<file path="src/rtl/prefetch_req_queue.sv">
// Line-aligning, de-duplicating FIFO between the slice prefetcher and the memory request port.
// Build option: define PFQ_DUP_FILTER_EN to compile in the recent-line duplicate filter.
module prefetch_req_queue #(
  parameter int unsigned ADDR_W    = 32,
  parameter int unsigned DEPTH     = 8,
  parameter int unsigned FILTER_N  = 4,
  parameter int unsigned LINE_BITS = 5,
  parameter int unsigned DROP_W    = 16
) (
  input  logic                       clk,
  input  logic                       reset,
  input  logic                       flush,
  input  logic                       pf_valid,
  input  logic [ADDR_W-1:0]          pf_addr,
  output logic                       req_valid,
  output logic [ADDR_W-1:0]          req_addr,
  input  logic                       req_ready,
  output logic [$clog2(DEPTH):0]     occupancy,
  output logic [DROP_W-1:0]          full_drops,
  output logic [DROP_W-1:0]          dup_drops
);

  localparam int unsigned PTR_W = $clog2(DEPTH);
  localparam int unsigned OCC_W = PTR_W + 1;
  localparam logic [ADDR_W-1:0] LINE_MASK = ~((ADDR_W'(1) << LINE_BITS) - ADDR_W'(1));
  localparam logic [DROP_W-1:0] DROP_MAX = '1;

  logic [ADDR_W-1:0] mem [DEPTH];
  logic [PTR_W-1:0]  head;
  logic [PTR_W-1:0]  tail;
  logic [ADDR_W-1:0] line_addr;
  logic [OCC_W-1:0]  occ_next;
  logic              duplicate;
  logic              pop;
  logic              full;
  logic              accept;
  logic              full_drop;

  assign line_addr = pf_addr & LINE_MASK;
  assign pop       = req_valid && req_ready;
  assign full      = (occupancy == OCC_W'(DEPTH));
  assign accept    = pf_valid && !duplicate && (!full || pop) && !flush;
  assign full_drop = pf_valid && !duplicate && !accept && !flush;

  // First-word-fall-through head; forced to zero while empty so reset/flush show 0.
  assign req_addr = req_valid ? mem[head] : '0;

  always_comb begin
    occ_next = occupancy;
    case ({accept, pop})
      2'b10:   occ_next = occupancy + OCC_W'(1);
      2'b01:   occ_next = occupancy - OCC_W'(1);
      default: occ_next = occupancy;
    endcase
  end

  // Pointers, occupancy and valid flag; flush outranks push and pop.
  always_ff @(posedge clk or posedge reset) begin
    if (reset) begin
      head      <= '0;
      tail      <= '0;
      occupancy <= '0;
      req_valid <= 1'b0;
    end else if (flush) begin
      head      <= '0;
      tail      <= '0;
      occupancy <= '0;
      req_valid <= 1'b0;
    end else begin
      if (accept) tail <= tail + PTR_W'(1);
      if (pop)    head <= head + PTR_W'(1);
      occupancy <= occ_next;
      req_valid <= (occ_next != '0);
    end
  end

  // Entry storage carries no reset; req_addr is masked by req_valid.
  always_ff @(posedge clk) begin
    if (accept) mem[tail] <= line_addr;
  end

  always_ff @(posedge clk or posedge reset) begin
    if (reset) begin
      full_drops <= '0;
    end else if (full_drop && (full_drops != DROP_MAX)) begin
      full_drops <= full_drops + DROP_W'(1);
    end
  end

`ifdef PFQ_DUP_FILTER_EN
  localparam int unsigned FPTR_W = (FILTER_N > 1) ? $clog2(FILTER_N) : 1;

  logic [ADDR_W-1:0]   filt_addr [FILTER_N];
  logic [FILTER_N-1:0] filt_vld;
  logic [FPTR_W-1:0]   f_ptr;
  logic                filt_hit;
  logic                dup_drop;

  // Match against registered filter contents only; no bypass from this cycle's accept.
  always_comb begin
    filt_hit = 1'b0;
    for (int i = 0; i < FILTER_N; i++) begin
      if (filt_vld[i] && (filt_addr[i] == line_addr)) filt_hit = 1'b1;
    end
  end

  assign duplicate = pf_valid && filt_hit;
  assign dup_drop  = duplicate && !flush;

  always_ff @(posedge clk or posedge reset) begin
    if (reset) begin
      filt_vld <= '0;
      f_ptr    <= '0;
    end else if (flush) begin
      filt_vld <= '0;
      f_ptr    <= '0;
    end else if (accept) begin
      filt_vld[f_ptr] <= 1'b1;
      f_ptr <= (f_ptr == FPTR_W'(FILTER_N - 1)) ? '0 : f_ptr + FPTR_W'(1);
    end
  end

  always_ff @(posedge clk) begin
    if (accept) filt_addr[f_ptr] <= line_addr;
  end

  always_ff @(posedge clk or posedge reset) begin
    if (reset) begin
      dup_drops <= '0;
    end else if (dup_drop && (dup_drops != DROP_MAX)) begin
      dup_drops <= dup_drops + DROP_W'(1);
    end
  end
`else
  assign duplicate = 1'b0;
  assign dup_drops = '0;
`endif

endmodule
</file>
<file path="config.mk">
export PLATFORM = sky130hd
export DESIGN_NAME = prefetch_req_queue
export DESIGN_NICKNAME = d
export VERILOG_FILES = /design/src/rtl/prefetch_req_queue.sv
export SDC_FILE = /design/constraint.sdc
export NUM_CORES = 1
export LEC_CHECK = 0
export BUFFER_PORTS_ARGS = -buffer_cell sky130_fd_sc_hd__buf_2
export CAP_MARGIN = 25
export CORE_ASPECT_RATIO = 1.1
export CORE_MARGIN = 2
export CORE_UTILIZATION = 55
export DETAILED_ROUTE_END_ITERATION = 10
export GPL_TIMING_DRIVEN = 0
export PLACE_DENSITY = 0.79
export SYNTH_ARGS = -nofsm -noshare
export SYNTH_HDL_FRONTEND = slang
export SYNTH_SLANG_ARGS = --single-unit
export TNS_END_PERCENT = 1
</file>
<file path="constraint.sdc">
create_clock -name clk -period 10.4 [get_ports clk]
set_clock_uncertainty 0.2 [all_clocks]
set_input_delay 0.52 -clock clk [delete_from_list [all_inputs] [get_ports clk]]
set_output_delay 0.52 -clock clk [all_outputs]
set_load 0.05 [all_outputs]
</file>
==> Word-level counts from Yosys, hierarchy flattened <==
Memory sizes are Yosys's and may differ from the RTL's.
Index checks and enable logic that the tools add are counted.
{ "totals": {"ram_bits": 216, "reg_bits": 27, "output_inout_bits": 69, "inputBits": 37, "n_memories": 1, "wordCells": 38} }
{ "mem_list": {"columns": ["name", "words", "width", "rd", "rd_clocked_by_memory_dff", "write_ports", "line", "text"], "rows": [
  ["mem", 8, 27, 1, 0, 1, "28", "logic [ADDR_W-1:0] mem [DEPTH];"]
]} }
{ "classes": {"n_addsub": 5, "n_eq_ne": 4, "mux": 10, "n_reduce_logical": 13} }
{ "op_table": {"columns": ["op", "count"], "rows": [
  ["2-to-1 mux 32 bit", 1],
  ["adder 16 x 1 -> 16 bit (second input constant)", 1],
  ["inequality test 16 bit (second input constant)", 1],
  ["2-to-1 mux 3 bit", 4],
  ["one-hot mux 4 bit (2 select lines)", 1],
  ["adder 3 x 1 -> 3 bit (second input constant)", 2],
  ["logical AND 1 bit", 6],
  ["adder 4 x 1 -> 4 bit (second input constant)", 1],
  ["equality test 4 bit (second input constant)", 1],
  ["2-to-1 mux 4 bit", 1],
  ["nonzero test 2 bit", 2],
  ["nonzero test 4 bit", 1],
  ["subtractor 4 x 1 -> 4 bit (second input constant)", 1],
  ["logical NOT 1 bit", 3],
  ["2-to-1 mux 1 bit", 3],
  ["equality test 2 x 1 -> 1 bit (second input constant)", 1],
  ["equality test 2 bit (second input constant)", 1],
  ["logical OR 1 bit", 1]
]} }

==> Longest topological paths before layout <==
Gate-level depths: netlist (run 1).
{ "depth": {"depth_word": 9, "depth_mapped": 11} }

==> Worst setup path before layout (run 1) <==
OpenSTA, ideal clock, no wires.
{ "synth_path": {"kind": "reg-to-reg", "startpoint": "reg occupancy[0]", "endpoint": "mem mem[0][0] (netlist bit), enable pin", "period_less_slack_ns": 3.952, "t_arrival_ns": 3.307, "setup_slack_ns": 6.448, "stages_incl_launch_ff": 5, "cell_sequence": "dfrtp_1 or3_4 o21ai_0 or2_2 nor3_1"} }
{ "synth_via": {"elab_chain_cells": 7} }
{ "synth_rtl": {"columns": ["element", "line", "text"], "rows": [
  ["from (decl)", "18", "output logic [$clog2(DEPTH):0] occupancy,"],
  ["from (signal assigned)", "72", "occupancy <= occ_next;"],
  ["equality test 4 bit", "41", "assign full = (occupancy == OCC_W'(DEPTH));"],
  ["logical NOT 1 bit", "42", "assign accept = pf_valid && !duplicate && (!full || pop) && !flush;"],
  ["logical OR 1 bit", "42", null],
  ["logical AND 1 bit (2 in series)", "42", null],
  ["2-to-1 mux 1 bit", "79", "if (accept) mem[tail] <= line_addr;"],
  ["2-to-1 mux 1 bit (implied by the code)", "79", null],
  ["to (decl)", "28", null]
]} }
No other way between the ends.

==> Final worst setup path (run 1) <==
{ "layout_path": {"startpoint": "reg head[0]", "endpoint": "out req_addr[5]"} }
{ "layout_via": {"elab_chain_cells": 2} }
{ "layout_rtl": {"columns": ["element", "line", "text"], "rows": [
  ["from (decl)", "29", "logic [PTR_W-1:0] head;"],
  ["from (signal assigned)", "71", "if (pop) head <= head + PTR_W'(1);"],
  ["memory read (8 x 27 bit)", null, null],
  ["2-to-1 mux 32 bit", "46", "assign req_addr = req_valid ? mem[head] : '0;"],
  ["to (decl)", "16", "output logic [ADDR_W-1:0] req_addr,"]
]} }
No other way between the ends.

==> impl_metrics.env, run 1 <==
export IMPL_min_period_over_period=0.3482
export IMPL_ys_seq_area_frac=0.7208
export IMPL_yosysMostFrequentCell="edfxtp_1"
export IMPL_drc=0
export IMPL_netlist_instances=520
export IMPL_ys_flop_type="edfxtp_1"
export IMPL_n_fill_cell=1173
export IMPL_synth_async_reset_ratio=0.1111
export IMPL_drv_cap=0
export IMPL_die_h_um=145.0
export IMPL_avgSynthCellArea_um2=19.11
export IMPL_ir_drop_uv=148.3
export IMPL_track_usage=0.2109
export IMPL_syn_to_final_growth_pct=19.25
export IMPL_worst_pin_slew_ns=1.038
export IMPL_clk_pin_slew_worst_paths_ns=0.06
export IMPL_grt_use_met2=0.3880
export IMPL_fin_cells=915
export IMPL_fmax_mhz=276.1
export IMPL_fin_util=0.6703
export IMPL_synth_edf_count=216
export IMPL_p_leak_nw=4.201
export IMPL_synth_warning_count=0
export IMPL_clk_latency_ns=0.50
export IMPL_path_delay_family="buffers and inverters"
export IMPL_status="finished clean"
export IMPL_synth_area_um2=9936
export IMPL_pwr_share_comb=0.198
export IMPL_tns_ns=0
export IMPL_io_pins=106
export IMPL_crit_slowest_cell="mux4_2"
export IMPL_ys_types=43
export IMPL_fin_nets=702
export IMPL_crit_buf_inv=3
export IMPL_yosys_top_cells_count="edfxtp_1 (216), mux4_2 (54), mux2i_1 (29), nor2b_1 (28), dfrtp_1 (27)"
export IMPL_core_area_um2=17680
export IMPL_layout_drive_gt1_share=0.3388
export IMPL_die_area_um2=19160
export IMPL_vias_per_cell=5.622
export IMPL_slowest_delay_ns=0.56
export IMPL_critical_path_max_fanout=10
export IMPL_start_util=0.5621
export IMPL_place_congestion=0.8258
export IMPL_die_w_um=132.2
export IMPL_rsz0062_at_grt="no"
export IMPL_cp_arrival_ns=2.90
export IMPL_path_class="flip-flop to output pin"
export IMPL_switchingPower_mw=0.6986
export IMPL_cpMostUsedCell="buf_2"
export IMPL_antenna_found_initial=3
export IMPL_p_per_area_nw_per_um2=212.7
export IMPL_cts_tree="done"
export IMPL_use_met1=0.2589
export IMPL_hold_class="primary input to flip-flop"
export IMPL_io_buffers=79
export IMPL_ant_nets=0
export IMPL_synth_ff_latch_count=243
export IMPL_cts_buffers=24
export IMPL_cts_root_buf="clkbuf_16"
export IMPL_gr_max_usage_layer="met2"
export IMPL_dpl_cell_count=869
export IMPL_grt_pass1_wl_um=30820
export IMPL_dp_hpwl_um=12500
export IMPL_setup_violations=0
export IMPL_final_area_um2=11850
export IMPL_seqPwrFrac=0.443
export IMPL_yosysTopAreaCell="edfxtp_1"
export IMPL_yosysTopAreaCellShare=0.6528
export IMPL_placed_area_um2=10970
export IMPL_rows=51
export IMPL_p_int_mw=1.822
export IMPL_grt_pass1_vias=5563
export IMPL_route_vias_total=5144
export IMPL_grt_max_degree=28
export IMPL_hold_violations=0
export IMPL_finalCriticalPeriod_ns=3.621
export IMPL_grt_met3_usage=0.03494
export IMPL_overflow=0
export IMPL_cts_buffer_depth=3
export IMPL_start_kind="flip-flop"
export IMPL_clkPwrFrac=0.360
export IMPL_ctsResizeCount=0
export IMPL_max_slew_margin_rel=0.3041
export IMPL_cts_setup_buffers=0
export IMPL_critPathCaptureType="output pin"
export IMPL_drv_slew=0
export IMPL_netlist_top_cells_area="edfxtp_1 (65%), mux4_2 (12%), dfrtp_1 (6.8%)"
export IMPL_wl_per_cell_um=21.40
export IMPL_h_tree_depth=1
export IMPL_critical_path_required_ns=9.68
export IMPL_cts_sinks=243
export IMPL_ctsHoldBuffers=0
export IMPL_drt_iter0_markers=410
export IMPL_routed_wl_um=19590
export IMPL_path_cells="clkbuf_1 -> buf_2 -> mux4_2 -> mux2i_1 -> nor2b_1 -> buf_2"
export IMPL_swShare=0.2772
export IMPL_dr_pass1_iters=5
-- final cells by class --
cell class / instances / area (um2) / share of cell area
Sequential cell: 243 / 7162 / 0.6044
Multi-Input combinational cell: 247 / 2618 / 0.2209
Timing Repair Buffer: 93 / 639.4 / 0.05396
Clock buffer: 27 / 611.8 / 0.05164
Tap cell: 238 / 297.8 / 0.02513
Buffer: 46 / 271.5 / 0.02291
Clock inverter: 16 / 231.5 / 0.01954
Inverter: 4 / 15.01 / 0.001267
Antenna cell: 1 / 2.502 / 0.0002112
-- worst paths after layout --
path / depth (start not counted) / end / slack, ns / from
max in group asynchronous: 4 / full_drops[2]$_DFFE_PP0P_ / 9.28 / reset
min in group asynchronous: 3 / full_drops[14]$_DFFE_PP0P_ / 0.31 / reset
min reg2reg: 1 / full_drops[12]$_DFFE_PP0P_ / 0.30 / full_drops[12]$_DFFE_PP0P_
min: 1 / mem[4][18]$_DFFE_PP_ / 0.06 / pf_addr[23]
max: 6 / req_addr[5] / 6.78 / head[0]$_DFFE_PP0P_
max reg2reg: 11 / req_valid$_DFF_PP0_ / 7.22 / occupancy[1]$_DFF_PP0_
-- sequential cells by signal, indices dropped and copies added (netlist names) --
signal	cells
occupancy	4
head	3
mem	216
req_valid	1
tail	3
full_drops	16
-- cells in the final DEF, fill, tap and decap left out, types with 17 or more instances in the layout --
cell         n
mux2i_1     29
mux4_2      54
buf_2       86
edfxtp_1   216
clkbuf_16   24
buf_4       22
clkbuf_1    17
dfrtp_1     27
nor2b_1     28
conb_1      21
xor2_1      19
-- worst register-to-register path, stage by stage (launching register included) --
cell and delay [ns]:
dfrtp_1 0.39, buf_6 0.14, or3_4 0.42, o21ai_0 0.31, ha_1 0.21, clkbuf_1 0.29, xor2_1 0.12, ha_1 0.20
a21oi_1 0.21, xnor3_1 0.28, o21ai_0 0.17, o211ai_1 0.11
-- logic make-up after synthesis --
kind of cell             Yosys count  synth area share
XOR/XNOR                          20           0.01902
AO/OA/AOI/OAI                     19           0.01247
buffers and inverters             50           0.02884
adder cells (fa/ha/maj)            6          0.007556
AND/OR/NAND/NOR                   95           0.05591
flip-flops                       243            0.7208
other                              1         0.0003774
multiplexers                      86            0.1550
-- per-layer routing --
metal | wire length [um] | part of all wire
met5 | 0 | 0
met4 | 401 | 0.020
met2 | 10730 | 0.55
met1 | 7366 | 0.38
met3 | 1084 | 0.055
-- metrics by stage --
step	total power [mW]	hold slack, ns	setup slack, ns
CTS	2.539	0.03650	6.706
detailed placement	1.634	0.2986	7.257
global placement	1.613	0.2749	4.854
finish	2.521	0.05634	6.779
floorplan	1.508	0.3450	6.448
global route	2.606	0.05664	6.592
-- power groups by stage --
stage	clock, mW	sequential [mW]	combinational, mW
after floorplan	0	1.16	0.344
after global placement	0	1.13	0.478
after detailed placement	0	1.14	0.498
after CTS	0.922	1.12	0.501
after global routing	0.957	1.12	0.531
final	0.907	1.12	0.498
(Power assumes the default switching activity.)
==> run 2: changes to the inputs <==
Clock period 10.4 ns to 3.4 ns, I/O delays scaled along.
==> run 2 against run 1 <==
Sequential cell count stayed put. Via count is 3.7% higher. Global-route usage is 0.48 points higher. Design area is 2.0% higher.
==> impl_metrics.env, run 2 (synthesis gave the netlist of run 1 again) <==
export IMPL_die_w_um=132.2
export IMPL_cts_tree="done"
export IMPL_cts_root_buf="clkbuf_16"
export IMPL_hold_violations=0
export IMPL_ir_drop_uv=389.2
export IMPL_hold_depth=2
export IMPL_start_util=0.5621
export IMPL_drt_iter0_markers=404
export IMPL_tns_ns=0
export IMPL_rows=51
export IMPL_largest_reg_flops=216
export IMPL_grt_pass1_vias=5560
export IMPL_overflow=0
export IMPL_worst_pin_slew_ns=0.8860
export IMPL_ant_nets=0
export IMPL_p_leak_nw=4.304
export IMPL_route_vias_total=5334
export IMPL_r2r_worst_path_cells=11
export IMPL_cts_buffer_depth=3
export IMPL_routed_wl_um=20340
export IMPL_min_period_over_period=0.9758
export IMPL_vias_per_cell=5.656
export IMPL_io_buffers=79
export IMPL_die_area_um2=19160
export IMPL_finalCriticalPeriod_ns=3.318
export IMPL_r2r_end="req_valid$_DFF_PP0_"
export IMPL_start_kind="flip-flop"
export IMPL_track_usage=0.2157
export IMPL_antennaDiodeCount=0
export IMPL_clk_pin_slew_worst_paths_ns=0.06
export IMPL_hold_class="primary input to flip-flop"
export IMPL_critical_path_max_fanout=10
export IMPL_hp_start="pf_addr[22]"
export IMPL_syn_to_final_growth_pct=21.60
export IMPL_final_area_um2=12080
export IMPL_clk_latency_ns=0.51
export IMPL_cts_buffers=24
export IMPL_h_tree_depth=1
export IMPL_path_class="flip-flop to output pin"
export IMPL_place_congestion=0.7529
export IMPL_setup_violations=0
export IMPL_reg2reg_from="occupancy[1]$_DFF_PP0_"
export IMPL_fmax_mhz=301.4
export IMPL_fin_nets=732
export IMPL_dp_hpwl_um=12310
export IMPL_wl_per_cell_um=21.57
export IMPL_cts_sinks=243
export IMPL_final_common_cell="edfxtp_1"
export IMPL_whs_endpoint="mem[0][17]$_DFFE_PP_"
export IMPL_critical_path_required_ns=3.03
export IMPL_dr_pass1_iters=5
export IMPL_drv_slew=0
export IMPL_p_per_area_nw_per_um2=615.5
export IMPL_layout_drive_gt1_share=0.3220
export IMPL_drv_cap=0
export IMPL_reg_top3="mem x216, full_drops x16, occupancy x4"
export IMPL_final_cell_mix="edfxtp_1 (216), buf_2 (86), mux4_2 (54)"
export IMPL_placed_area_um2=11000
export IMPL_io_pins=106
export IMPL_die_h_um=145.0
export IMPL_antenna_found_initial=0
export IMPL_status="finished clean"
export IMPL_max_slew_margin_rel=0.4094
export IMPL_drc=0
export IMPL_critPathCaptureType="output pin"
export IMPL_rsz0062_at_grt="yes"
export IMPL_core_area_um2=17680
export IMPL_cp_arrival_ns=2.95
export IMPL_grt_max_degree=28
export IMPL_grt_pass1_wl_um=31320
export IMPL_cts_setup_buffers=0
export IMPL_r2r_slack_ns=0.25
export IMPL_largest_register="mem"
-- run 2: what timing repair did --
action                     in CTS  in global routing
setup endpoints to repair       5                 12
gates resized for setup         1                  3
hold endpoints to repair      251                  4
hold buffers                   31                  1
-- run 2: metal layers --
layer	vias to the layer above	track usage	wire [um]
met5	-	0	0
met1	2747	0.2637	7616
met2	191	0.3935	11010
li1	2355	-	-
met4	0	0.07283	596
met3	41	0.03040	1119
-- run 2: worst max-delay path, stage by stage, from the launching register on --
cell and delay (ns):
dfrtp_1 0.37, clkbuf_1 0.48, clkbuf_1 0.63, mux4_2 0.34
mux2i_1 0.07, nor2b_1 0.23, buf_2 0.30
-- run 2: power by group --
group / switching (mW) / total, mW / leakage, nW / internal [mW]
logic: 1.00 / 1.57 / 1.63 / 0.563
registers: 0.0629 / 3.42 / 2.32 / 3.35
clock network: 1.06 / 2.45 / 0.358 / 1.39
-- run 2: worst max-delay path by stage --
stage,start,end,slack [ns],depth (start not counted)
after floorplan,occupancy[0]$_DFF_PP0_,mem[1][0]$_DFFE_PP_,-0.26,3
after global placement,occupancy[0]$_DFF_PP0_,mem[1][9]$_DFFE_PP_,-1.80,3
after detailed placement,occupancy[1]$_DFF_PP0_,req_valid$_DFF_PP0_,0.21,11
after CTS,head[1]$_DFFE_PP0P_,req_addr[15],0.03,6
after global routing,head[1]$_DFFE_PP0P_,req_addr[6],-0.04,6
final,head[1]$_DFFE_PP0P_,req_addr[6],0.08,6
-- run 2: per-stage QoR --
stage,util,worst slack (ns),cells,power [mW],hold WS (ns)
after floorplan,-,-0.2613,540,4.612,0.02272
after global placement,0.6059,-1.801,857,4.932,0.2274
after detailed placement,0.6225,0.2070,868,5.002,0.2368
after CTS,0.6813,0.03069,941,7.456,0.2475
after global routing,0.6835,-0.04267,943,7.691,0.2680
final,0.6835,0.08216,943,7.436,0.2457
-- run 2: final cells by class --
| class | instances | area, um2 |
|---|---|---|
| buffer | 46 | 274.0 |
| clock buffer | 30 | 633.1 |
| clock inverter | 12 | 95.09 |
| fill | 1161 | 5594 |
| inverter | 4 | 15.01 |
| multi-input combinational | 247 | 2624 |
| sequential | 243 | 7162 |
| tap | 238 | 297.8 |
| timing repair buffer | 123 | 980.9 |
==> run 3: changes to the inputs <==
Settings changed: CORE_UTILIZATION 55 to 53, PLACE_DENSITY 0.79 to 0.8.
Clock period 3.4 ns to 2.85 ns, I/O delays scaled along.
==> run 3 against run 2 <==
Utilization down 2.2 points. First-iteration DRC count up 14%. Final cell count up 0.42%. Routed wire length down 0.42%. Critical path depth unchanged. Sequential share of layout area down 0.49 points. Largest cell class unchanged. Setup slack worse by 0.030 ns.
==> impl_metrics.env, run 3 (synthesis gave the netlist of run 1 again) <==
export IMPL_cts_sinks=243
export IMPL_p_int_mw=6.443
export IMPL_cts_root_buf="clkbuf_16"
export IMPL_swShare=0.2837
export IMPL_hp_start="pf_addr[28]"
export IMPL_path_cells="clkbuf_2 -> buf_2 -> mux4_2 -> mux2i_1 -> nor2b_1 -> buf_2"
export IMPL_dr_pass1_iters=5
export IMPL_p_per_area_nw_per_um2=738.2
export IMPL_routed_wl_um=20260
export IMPL_ir_drop_uv=472.8
export IMPL_reg_top3="mem x216, full_drops x16, occupancy x4"
export IMPL_die_area_um2=19860
export IMPL_fin_nets=729
export IMPL_core_area_um2=18410
export IMPL_r2r_end="occupancy[2]$_DFF_PP0_"
export IMPL_drc=0
export IMPL_io_buffers=79
export IMPL_clk_pin_slew_worst_paths_ns=0.06
export IMPL_clk_latency_ns=0.51
export IMPL_io_pins=106
export IMPL_final_common_cell="edfxtp_1"
export IMPL_cts_buffers=24
export IMPL_route_vias_total=5294
export IMPL_wl_per_cell_um=21.39
export IMPL_rows=52
export IMPL_grt_pass1_vias=5560
export IMPL_syn_to_final_growth_pct=22.63
export IMPL_min_period_over_period=0.9819
export IMPL_path_delay_family="buffers and inverters"
export IMPL_hold_worst_slack_ns=0.2326
export IMPL_layout_drive_gt1_share=0.3366
export IMPL_pwr_share_comb=0.213
export IMPL_critical_path_max_fanout=10
export IMPL_path_class="flip-flop to output pin"
export IMPL_die_h_um=147.6
export IMPL_start_util=0.5396
export IMPL_cp_arrival_ns=2.46
export IMPL_crit_slowest_cell="dfrtp_1"
export IMPL_seqPwrFrac=0.454
export IMPL_place_congestion=0.7789
export IMPL_tns_ns=0
export IMPL_h_tree_depth=1
export IMPL_r2r_worst_path_cells=10
export IMPL_setup_violations=0
export IMPL_final_cell_mix="edfxtp_1 (216), buf_2 (84), mux4_2 (54)"
export IMPL_r2r_slack_ns=0.13
export IMPL_largest_reg_flops=216
export IMPL_final_area_um2=12180
export IMPL_crit_buf_inv=3
export IMPL_hold_class="primary input to flip-flop"
export IMPL_fmax_mhz=357.4
export IMPL_clkPwrFrac=0.334
export IMPL_critPathCaptureType="output pin"
export IMPL_antennaDiodeCount=0
export IMPL_track_usage=0.2102
export IMPL_hold_violations=0
export IMPL_cts_buffer_depth=3
export IMPL_max_slew_margin_rel=0.4012
export IMPL_largest_register="mem"
export IMPL_worst_pin_slew_ns=0.8942
export IMPL_p_leak_nw=4.335
export IMPL_hold_depth=2
export IMPL_drv_slew=0
export IMPL_rsz0062_at_grt="yes"
export IMPL_finalCriticalPeriod_ns=2.798
export IMPL_die_w_um=134.5
export IMPL_overflow=0
export IMPL_vias_per_cell=5.590
export IMPL_start_kind="flip-flop"
export IMPL_placed_area_um2=11000
export IMPL_total_power_mw=8.994
export IMPL_cpMostUsedCell="buf_2"
export IMPL_grt_max_degree=28
export IMPL_fin_util=0.6617
export IMPL_dp_hpwl_um=12540
export IMPL_drv_cap=0
export IMPL_antenna_found_initial=0
export IMPL_grt_pass1_wl_um=31300
export IMPL_switchingPower_mw=2.551
export IMPL_ant_nets=0
export IMPL_status="finished clean"
export IMPL_reg2reg_from="occupancy[1]$_DFF_PP0_"
export IMPL_cts_tree="done"
export IMPL_slowest_delay_ns=0.39
export IMPL_critical_path_required_ns=2.51
export IMPL_whs_endpoint="mem[3][23]$_DFFE_PP_"
export IMPL_drt_iter0_markers=462
-- run 3: how the worst max path moves through the flow --
stage / from / to / cells after the start
finish: head[1]$_DFFE_PP0P_ / req_addr[5] / 6
floorplan: occupancy[0]$_DFF_PP0_ / mem[6][0]$_DFFE_PP_ / 4
global route: head[1]$_DFFE_PP0P_ / req_addr[5] / 6
detailed placement: req_valid$_DFF_PP0_ / req_valid$_DFF_PP0_ / 11
global placement: occupancy[0]$_DFF_PP0_ / mem[6][12]$_DFFE_PP_ / 4
CTS: head[0]$_DFFE_PP0P_ / req_addr[5] / 6
-- run 3: stage by stage --
step / setup slack (ns) / cells
finish: 0.05170 / 947
global route: -0.02761 / 947
global placement: -1.256 / 862
detailed placement: -0.3108 / 872
CTS: -0.01858 / 945
floorplan: -0.3748 / 540
-- run 3: routing by layer --
layer	wire [um]	part of all wire	vias up	GRT usage
met5	0	0	-	0
met4	433	0.021	0	0.06368
met3	1135	0.056	36	0.02778
met2	10820	0.53	201	0.3809
met1	7866	0.39	2694	0.2653
li1	-	-	2363	-
-- run 3: area by class of cell --
cell class / instances / area, um2
Fill cell: 1181 / 6228
Timing Repair Buffer: 123 / 975.9
Clock buffer: 31 / 626.9
Multi-Input combinational cell: 247 / 2654
Inverter: 4 / 15.01
Sequential cell: 243 / 7163
Clock inverter: 13 / 122.6
Tap cell: 243 / 304.0
Buffer: 43 / 322.8
-- run 3: power groups by stage --
stage / Clock, mW / Combinational (mW) / Sequential, mW
2_1_floorplan: 0 / 1.26 / 4.24
3_3_place_gp: 0 / 1.75 / 4.14
3_5_place_dp: 0 / 1.83 / 4.15
4_1_cts: 3.05 / 1.89 / 4.08
5_1_grt: 3.18 / 2.03 / 4.09
6_report: 3.00 / 1.91 / 4.08
-- run 3: what timing repair did --
item	CTS	global route
buffers inserted	0	1
hold buffers	31	1
pin swaps	0	1
resized for setup	20	15
endpoints found under the hold margin	252	4
setup endpoints to repair	30	30
